### config.mk
export PLATFORM = sky130hd
export DESIGN_NAME = cmp_flag_monitor
export DESIGN_NICKNAME = d
export VERILOG_FILES = /design/src/rtl/cmp_mon_pkg.sv /design/src/rtl/cmp_flag_monitor_sat_counter.sv /design/src/rtl/cmp_flag_monitor.sv
export SDC_FILE = /design/constraint.sdc
export NUM_CORES = 1
export LEC_CHECK = 0
export ABC_AREA = 1
export CORE_UTILIZATION = 25
export DETAILED_ROUTE_END_ITERATION = 16
export HOLD_SLACK_MARGIN = 0.02
export MAX_ROUTING_LAYER = met4
export REMOVE_ABC_BUFFERS = 1
export SYNTH_ARGS = -nofsm -noshare
export SYNTH_HDL_FRONTEND = slang
export SYNTH_SLANG_ARGS = --single-unit
### constraint.sdc
create_clock -name clk -period 3.2 [get_ports clk]
set_clock_uncertainty 0.15 [all_clocks]
set_input_delay 0.8 -clock clk [delete_from_list [all_inputs] [get_ports clk]]
set_output_delay 0.8 -clock clk [all_outputs]
set_load 0.05 [all_outputs]
### src/rtl/cmp_mon_pkg.sv
// Shared types and constants for the comparator flag monitor.
// Flags are packed {g, e, s}; a legal sample is exactly one of them.
package cmp_mon_pkg;

    typedef enum logic [1:0] {
        IDLE      = 2'd0,
        ARMING    = 2'd1,
        ALARM     = 2'd2,
        RELEASING = 2'd3
    } state_t;

    localparam logic [2:0] FLAG_G = 3'b100;
    localparam logic [2:0] FLAG_E = 3'b010;
    localparam logic [2:0] FLAG_S = 3'b001;

    function automatic logic is_one_hot(input logic [2:0] flags);
        return (flags == FLAG_G) || (flags == FLAG_E) || (flags == FLAG_S);
    endfunction

endpackage

### src/rtl/cmp_flag_monitor_sat_counter.sv
// Saturating up-counter: holds at all-ones instead of wrapping.
// Synchronous active-low reset and soft clear both return it to zero.
module sat_counter #(
    parameter int W = 8
) (
    input  logic         clk,
    input  logic         rst_n,
    input  logic         clr,
    input  logic         inc,
    output logic [W-1:0] q
);

    // NOTE: sequential state is written only with <= so every flop samples
    // pre-edge values regardless of the order the simulator evaluates blocks.
    always_ff @(posedge clk) begin
        if (!rst_n || clr) begin
            q <= '0;
        end else if (inc && (q != '1)) begin
            q <= q + W'(1);
        end
    end

endmodule

### src/rtl/cmp_flag_monitor.sv
// Qualifies comparator g/e/s flags, drives a hysteresis alarm on "a > b",
// and keeps saturating per-outcome statistics plus a sticky illegal-flag error.
module cmp_flag_monitor
    import cmp_mon_pkg::*;
#(
    parameter int SET_COUNT = 4,
    parameter int CLR_COUNT = 2,
    parameter int CNT_W     = 8
) (
    input  logic             clk,
    input  logic             rst_n,
    input  logic             clear,
    input  logic             in_valid,
    input  logic             g,
    input  logic             e,
    input  logic             s,
    output logic             alarm,
    output logic [CNT_W-1:0] streak,
    output logic [CNT_W-1:0] gt_count,
    output logic [CNT_W-1:0] eq_count,
    output logic [CNT_W-1:0] lt_count,
    output logic             err
);

    localparam logic [CNT_W-1:0] SET_TARGET = CNT_W'(SET_COUNT);
    localparam logic [CNT_W-1:0] CLR_TARGET = CNT_W'(CLR_COUNT);

    logic [2:0]       flags;
    logic             sample_en;
    logic             legal_sample;
    logic             illegal_sample;
    logic             hit_g;
    logic             hit_e;
    logic             hit_s;
    logic             hit_not_g;
    logic [CNT_W-1:0] streak_inc;

    state_t           state;
    state_t           next_state;
    logic [CNT_W-1:0] next_streak;
    logic             next_alarm;

    // A clear in the same cycle as a valid sample discards the sample.
    assign flags          = {g, e, s};
    assign sample_en      = in_valid && !clear;
    assign legal_sample   = sample_en && is_one_hot(flags);
    assign illegal_sample = sample_en && !is_one_hot(flags);
    assign hit_g          = legal_sample && (flags == FLAG_G);
    assign hit_e          = legal_sample && (flags == FLAG_E);
    assign hit_s          = legal_sample && (flags == FLAG_S);
    assign hit_not_g      = hit_e || hit_s;
    assign streak_inc     = streak + CNT_W'(1);

    // State register; alarm is registered from the decoded next state so it
    // changes exactly one cycle after the deciding sample.
    always_ff @(posedge clk) begin
        if (!rst_n) begin
            state  <= IDLE;
            streak <= '0;
            alarm  <= 1'b0;
        end else begin
            state  <= next_state;
            streak <= next_streak;
            alarm  <= next_alarm;
        end
    end

    // NOTE: every output of a combinational block gets a default first so no
    // path through the case leaves it unassigned and infers a latch.
    always_comb begin
        next_state  = state;
        next_streak = streak;
        if (clear) begin
            next_state  = IDLE;
            next_streak = '0;
        end else if (legal_sample) begin
            case (state)
                IDLE: begin
                    if (hit_g) begin
                        if (SET_COUNT == 1) begin
                            next_state  = ALARM;
                            next_streak = '0;
                        end else begin
                            next_state  = ARMING;
                            next_streak = CNT_W'(1);
                        end
                    end
                end
                ARMING: begin
                    if (hit_g) begin
                        if (streak_inc == SET_TARGET) begin
                            next_state  = ALARM;
                            next_streak = '0;
                        end else begin
                            next_streak = streak_inc;
                        end
                    end else begin
                        next_state  = IDLE;
                        next_streak = '0;
                    end
                end
                ALARM: begin
                    if (hit_not_g) begin
                        if (CLR_COUNT == 1) begin
                            next_state  = IDLE;
                            next_streak = '0;
                        end else begin
                            next_state  = RELEASING;
                            next_streak = CNT_W'(1);
                        end
                    end
                end
                RELEASING: begin
                    if (hit_not_g) begin
                        if (streak_inc == CLR_TARGET) begin
                            next_state  = IDLE;
                            next_streak = '0;
                        end else begin
                            next_streak = streak_inc;
                        end
                    end else begin
                        next_state  = ALARM;
                        next_streak = '0;
                    end
                end
                default: begin
                    next_state  = IDLE;
                    next_streak = '0;
                end
            endcase
        end
    end

    always_comb begin
        next_alarm = (next_state == ALARM) || (next_state == RELEASING);
    end

    // Sticky error: only reset or clear can lower it.
    always_ff @(posedge clk) begin
        if (!rst_n || clear) begin
            err <= 1'b0;
        end else if (illegal_sample) begin
            err <= 1'b1;
        end
    end

    sat_counter #(.W(CNT_W)) u_gt_cnt (
        .clk   (clk),
        .rst_n (rst_n),
        .clr   (clear),
        .inc   (hit_g),
        .q     (gt_count)
    );

    sat_counter #(.W(CNT_W)) u_eq_cnt (
        .clk   (clk),
        .rst_n (rst_n),
        .clr   (clear),
        .inc   (hit_e),
        .q     (eq_count)
    );

    sat_counter #(.W(CNT_W)) u_lt_cnt (
        .clk   (clk),
        .rst_n (rst_n),
        .clr   (clear),
        .inc   (hit_s),
        .q     (lt_count)
    );

endmodule

; ---- Word-level counts from Yosys, hierarchy flattened
; Index checks and enable logic that the tools add are counted.
[totals]
reg_bits = 36
input_bits = 7
out_inout_bits = 34
word_cells = 63
[op_classes]
add_sub_neg = 4
eq_ne = 15
n_mux = 16
bitwise = 1
n_reduce_logical = 20
[op_table]
columns = op, count
row1 = 8-bit 2-to-1 mux, 6
row2 = 8-bit by 1-bit adder with 8-bit output (second input constant), 4
row3 = 8-bit case mux with 4 select lines, 1
row4 = 8-bit != test (second input constant), 3
row5 = 2-bit 2-to-1 mux, 8
row6 = 1-bit logical AND, 9
row7 = 2-bit equality test (second input constant), 4
row8 = 8-bit by 2-bit equality test with 1-bit output (second input constant), 1
row9 = 8-bit by 3-bit equality test with 1-bit output (second input constant), 1
row10 = 2-bit case mux with 4 select lines, 1
row11 = 1-bit logical OR, 5
row12 = 3-bit by 1-bit equality test with 1-bit output (second input constant), 1
row13 = 3-bit by 2-bit equality test with 1-bit output (second input constant), 1
row14 = 3-bit equality test (second input constant), 1
row15 = 1-bit logical NOT, 3
row16 = 3-bit AND reduction, 1
row17 = 2-bit by 1-bit equality test with 1-bit output (second input constant), 1
row18 = 2-bit logical NOT, 1
row19 = 2-bit by 1-bit != test with 1-bit output (second input constant), 1
row20 = 2-bit != test (second input constant), 1
row21 = 2-bit OR reduction, 1
row22 = 1-bit NOT, 1

; ---- Depth between registers and ports, before layout
[depth]
ltp_word = 12
depth_mapped = 12
mapped_depth_nobuf = 12

; ---- By module
; A second synthesis with hierarchy kept.
[unflattened]
hier_cells = 356
hier_area_um2 = 2219.6
[by_module_without_submodules]
columns = module, instances, cells_per_inst, area_each_um2, seq_area_each_um2
row1 = sat_counter, 3, 71, 456.7, 160.2
row2 = cmp_flag_monitor, 1, 143, 849.6, 240.2

; ---- Worst setup path before layout
; Ideal clock, no wire load.
[synth_path]
kind = reg2reg
startpoint = register streak[0]
endpoint = register streak[4]
setup_time_ns = 0.128
arrival_ns = 1.899
t_required_ns = 2.922
slack_ns = 1.024
path_stages_with_launch = 13
n_path_buf = 0
synth_period_minus_slack_ns = 2.176
cell_sequence = dfxtp_1 > ha_1 > nand2_1 > inv_2 > nand2_1 > nand2_1 > nand2_2 > nor2_4 > nand3_2 > nand2_1 > nand2_2 > a22oi_1 > nor2_1
[synth_via]
elab_chain_len = 5
word_cells_on_any_way = 8
cone_classes = add/sub (1) / eq/ne (2) / mux (5)
[synth_lines]
columns = item, line_no
row1 = start: declaration, cmp_flag_monitor.sv:18  ; output logic [CNT_W-1:0] streak,
row2 = start signal: assignment, cmp_flag_monitor.sv:63  ; streak <= next_streak;
row3 = 8-bit by 1-bit adder with 8-bit output (*), cmp_flag_monitor.sv:52  ; assign streak_inc = streak + CNT_W'(1);
row4 = 8-bit by 2-bit equality test with 1-bit output or 8-bit by 3-bit equality test with 1-bit output (tied branches), "cmp_flag_monitor.sv:115, cmp_flag_monitor.sv:91"
row5 = "8-bit 2-to-1 mux, on equally long branches", "cmp_flag_monitor.sv:115, cmp_flag_monitor.sv:91"
row6 = "8-bit 2-to-1 mux, on equally long branches", "cmp_flag_monitor.sv:114, cmp_flag_monitor.sv:90"
row7 = 8-bit case mux with 4 select lines (*), cmp_flag_monitor.sv:77  ; case (state)
; Mark *: on every way between the ends. The rest lies on a longest branch, timed or not.
; A chain may end at the register's enable or synchronous reset.

; ---- Worst setup path in the final report
[layout_path]
startpoint = register streak[0]
endpoint = output port streak[0]
; No word-level cell between the ends.

==> results by group <==
Synth
  – Top-area cell type share of the netlist area: 0.376
  – Cell area after synthesis: 0.00191 mm^2
  – Register area share after synthesis: 0.376
  – Area contributors post-synth: dfxtp_1, nand2_1, inv_1, nor2_1, a21oi_1
  – Synthesized flop and latch total: 36
  – Fraction of registers with async set/reset: 0
  – Synthesized instance count: 283
  – Syn Area/Cell: 6.76 um^2
  – Post-synth EDFFs: 0
  – Top_reg_cell synth: dfxtp_1
  – Synth unique cells: 28
  – Ys Warns: 0
  – Post-synth top area cell: dfxtp_1

Placement
  – Global placer's final weighted congestion: 0.849
  – PortBufs: 40
  – Setup slack at placement: 0.535 ns
  – HPWL Detailed: 3340 um
  – Dpl cells: 420

Cells and area
  – Storage cell area: 721 um^2
  – Most common cell after layout, fill and taps aside: nand2_1
  – Most frequent cells in the layout: nand2_1, clkdlybuf4s50_1, inv_1, dfxtp_1, nor2_1
  – N_diodes: 0
  – Share of cells above drive strength 1: 0.0942
  – Fin cells: 428
  – Area Growth Syn to Fin: 33.8%
  – Area of the multi-input gates: 0.00102 mm^2
  – Fillers: 759
  – Nets: 341

Global routing
  – Vias in the first global route: 1649
  – Total congestion overflow: 0
  – Initial antenna violation count: 0
  – GRT Total Usage: 0.124
  – First-pass GRT wire length: 7450 um
  – Largest net degree at the start of global routing: 21

CTS
  – # resized after CTS: 0
  – CTS Buf Count: 5
  – # Post-CTS Setup Buffers: 0
  – CTS Hold Bufs: 0
  – CTS root buf: clkbuf_8
  – Clk buf depth: 2
  – Worst-path clk slew: 0.08 ns
  – Worst skew pair latency: 0.29 ns
  – CTS H-tree lvls: 2
  – Clk sinks: 36
  – Clock tree from TritonCTS: built

Worst setup path
  – Worst setup EP type: output pin
  – Critical path's top delay family: buffers and inverters
  – Reg-to-reg setup timing slack: 1.23 ns
  – Crit path kind: reg2out
  – R2r startpoint: streak[0]$_SDFFE_PP0P_
  – Startpoint Class: flip-flop
  – Largest stage delay, worst path: 0.86 ns
  – Worst r2r dst: streak[6]$_SDFFE_PP0P_
  – R2R cell count: 12
  – Max FO, Critical Path: 8
  – Worst Path Buf+Inv: 1
  – Critical path arrival: 1.61 ns
  – Crit path required time: 2.25 ns
  – Worst-path cell chain: clkdlybuf4s50_1
  – CP max-delay cell: clkdlybuf4s50_1

STA
  – Final Hold Fails: 0
  – Minimum hold slack: 0.317 ns
  – Setup_tns: 0 ns
  – Rel. slew slack: 0.651
  – RSZ-0062 raised after global routing: false
  – F_max: 0.390 GHz
  – Final Max Slew Viols: 0
  – Final setup violation count: 0
  – Final period utilization: 0.801
  – Setup ws final: 0.635 ns
  – Fin crit period: 2.56 ns
  – Slew @ Worst Pin: 0.522 ns

Power and ir drop
  – Tot Pwr: 931 uW
  – Max VDD drop: 0.151 mV
  – Pleak: 0.940 nW
  – Power per Cell Area: 364 mW/mm^2

Detailed routing
  – Routed via count: 1859
  – Routed vias/inst: 4.34
  – Drt pass-1 iters: 4
  – 1st-iter DRT viols: 128
  – Drc violations: 0
  – Final WL: 4350 um
  – ANT nets after route: 0
  – DR WL/cell: 10.2 um

Run status
  – Status: complete, no violations

Floorplan
  – Num rows: 31
  – Die area: 0.00801 mm^2
  – Die X: 89.5 um
  – Core Region: 0.00733 mm^2
  – Die height: 89.5 um
  – Initial Util: 0.261
  – Io pins: 41

Worst hold path
  – Min-Delay Endpoint: u_eq_cnt.q[4]$_SDFFE_PP0P_
  – Hold depth: 2
  – Min-delay worst type: reg2reg
  – Beginning of the worst hold path: u_eq_cnt.q[4]$_SDFFE_PP0P_

Job
  – Max-cap violations: 0
==> cells in the mapped netlist (4+ instances only) <==
cell and instances:
xor2_1 4, nor2_1 34, o21ai_0 16, inv_2 8, dfxtp_1 36, ha_1 6, o21ai_1 5, inv_1 36
nor2_2 6, nand2_2 5, a21oi_1 23, nand2_1 55, nand3_1 21, nand4_1 4
==> worst max path at each step <==
stage | end | slack (ns) | cells after the start | start
2_1_floorplan | streak[4]$_SDFFE_PP0P_ | 1.02 | 12 | streak[0]$_SDFFE_PP0P_
3_3_place_gp | u_eq_cnt.q[7]$_SDFFE_PP0P_ | 0.54 | 11 | clear
3_5_place_dp | u_eq_cnt.q[7]$_SDFFE_PP0P_ | 0.54 | 10 | in_valid
4_1_cts | streak[0] | 0.61 | 1 | streak[0]$_SDFFE_PP0P_
5_1_grt | streak[0] | 0.56 | 1 | streak[0]$_SDFFE_PP0P_
6_report | streak[0] | 0.64 | 1 | streak[0]$_SDFFE_PP0P_
==> logic make-up (layout without fill, tap and decap cells) <==
| logic type | Yosys count | count (layout) | share of synthesized area |
|---|---|---|---|
| AOI/OAI and AO/OA | 56 | 56 | 0.160 |
| xor gates and xnor gates | 4 | 4 | 0.0183 |
| adders and majority gates | 6 | 6 | 0.0392 |
| buffers and inverters | 47 | 93 | 0.0922 |
| DFF | 36 | 36 | 0.376 |
| and+or+nand+nor | 134 | 134 | 0.314 |
==> registers in the layout, summed over array words and instances, names as in the netlist <==
| name | cells |
|---|---|
| u_eq_cnt.q | 8 |
| streak | 8 |
| alarm | 1 |
| state | 2 |
| err | 1 |
| u_gt_cnt.q | 8 |
| u_lt_cnt.q | 8 |
==> layer usage <==
layer,vias up,part of all wire,global-route usage,wire [um]
li1,1011,-,-,-
met1,808,0.50,0.154,2150
met2,38,0.45,0.189,1940
met3,2,0.052,0.0360,228
met4,0,0.0062,0.0491,27
met5,-,0,-,0
==> report_power, final <==
part	internal, mW	total [mW]	switching [mW]
clock	0.275	0.440	0.165
combinational	0.0154	0.0406	0.0252
sequential	0.449	0.450	0.00145
==> area by class of cell <==
class / instances / area share
clock inverters: 1 / 0.0117
clock buffers: 7 / 0.0376
multi-input cells: 200 / 0.397
repair buffers: 41 / 0.159
well taps: 99 / 0.0484
inverters: 44 / 0.0645
flip-flops and latches: 36 / 0.281
==> per-stage QoR <==
step	utilization	instance area (um^2)
4_1_cts	0.349	2560
3_3_place_gp	0.332	2430
5_1_grt	0.349	2560
2_1_floorplan	-	1900
6_report	0.349	2560
3_5_place_dp	0.332	2430
No activity file was read; power rests on OpenSTA's default activity.
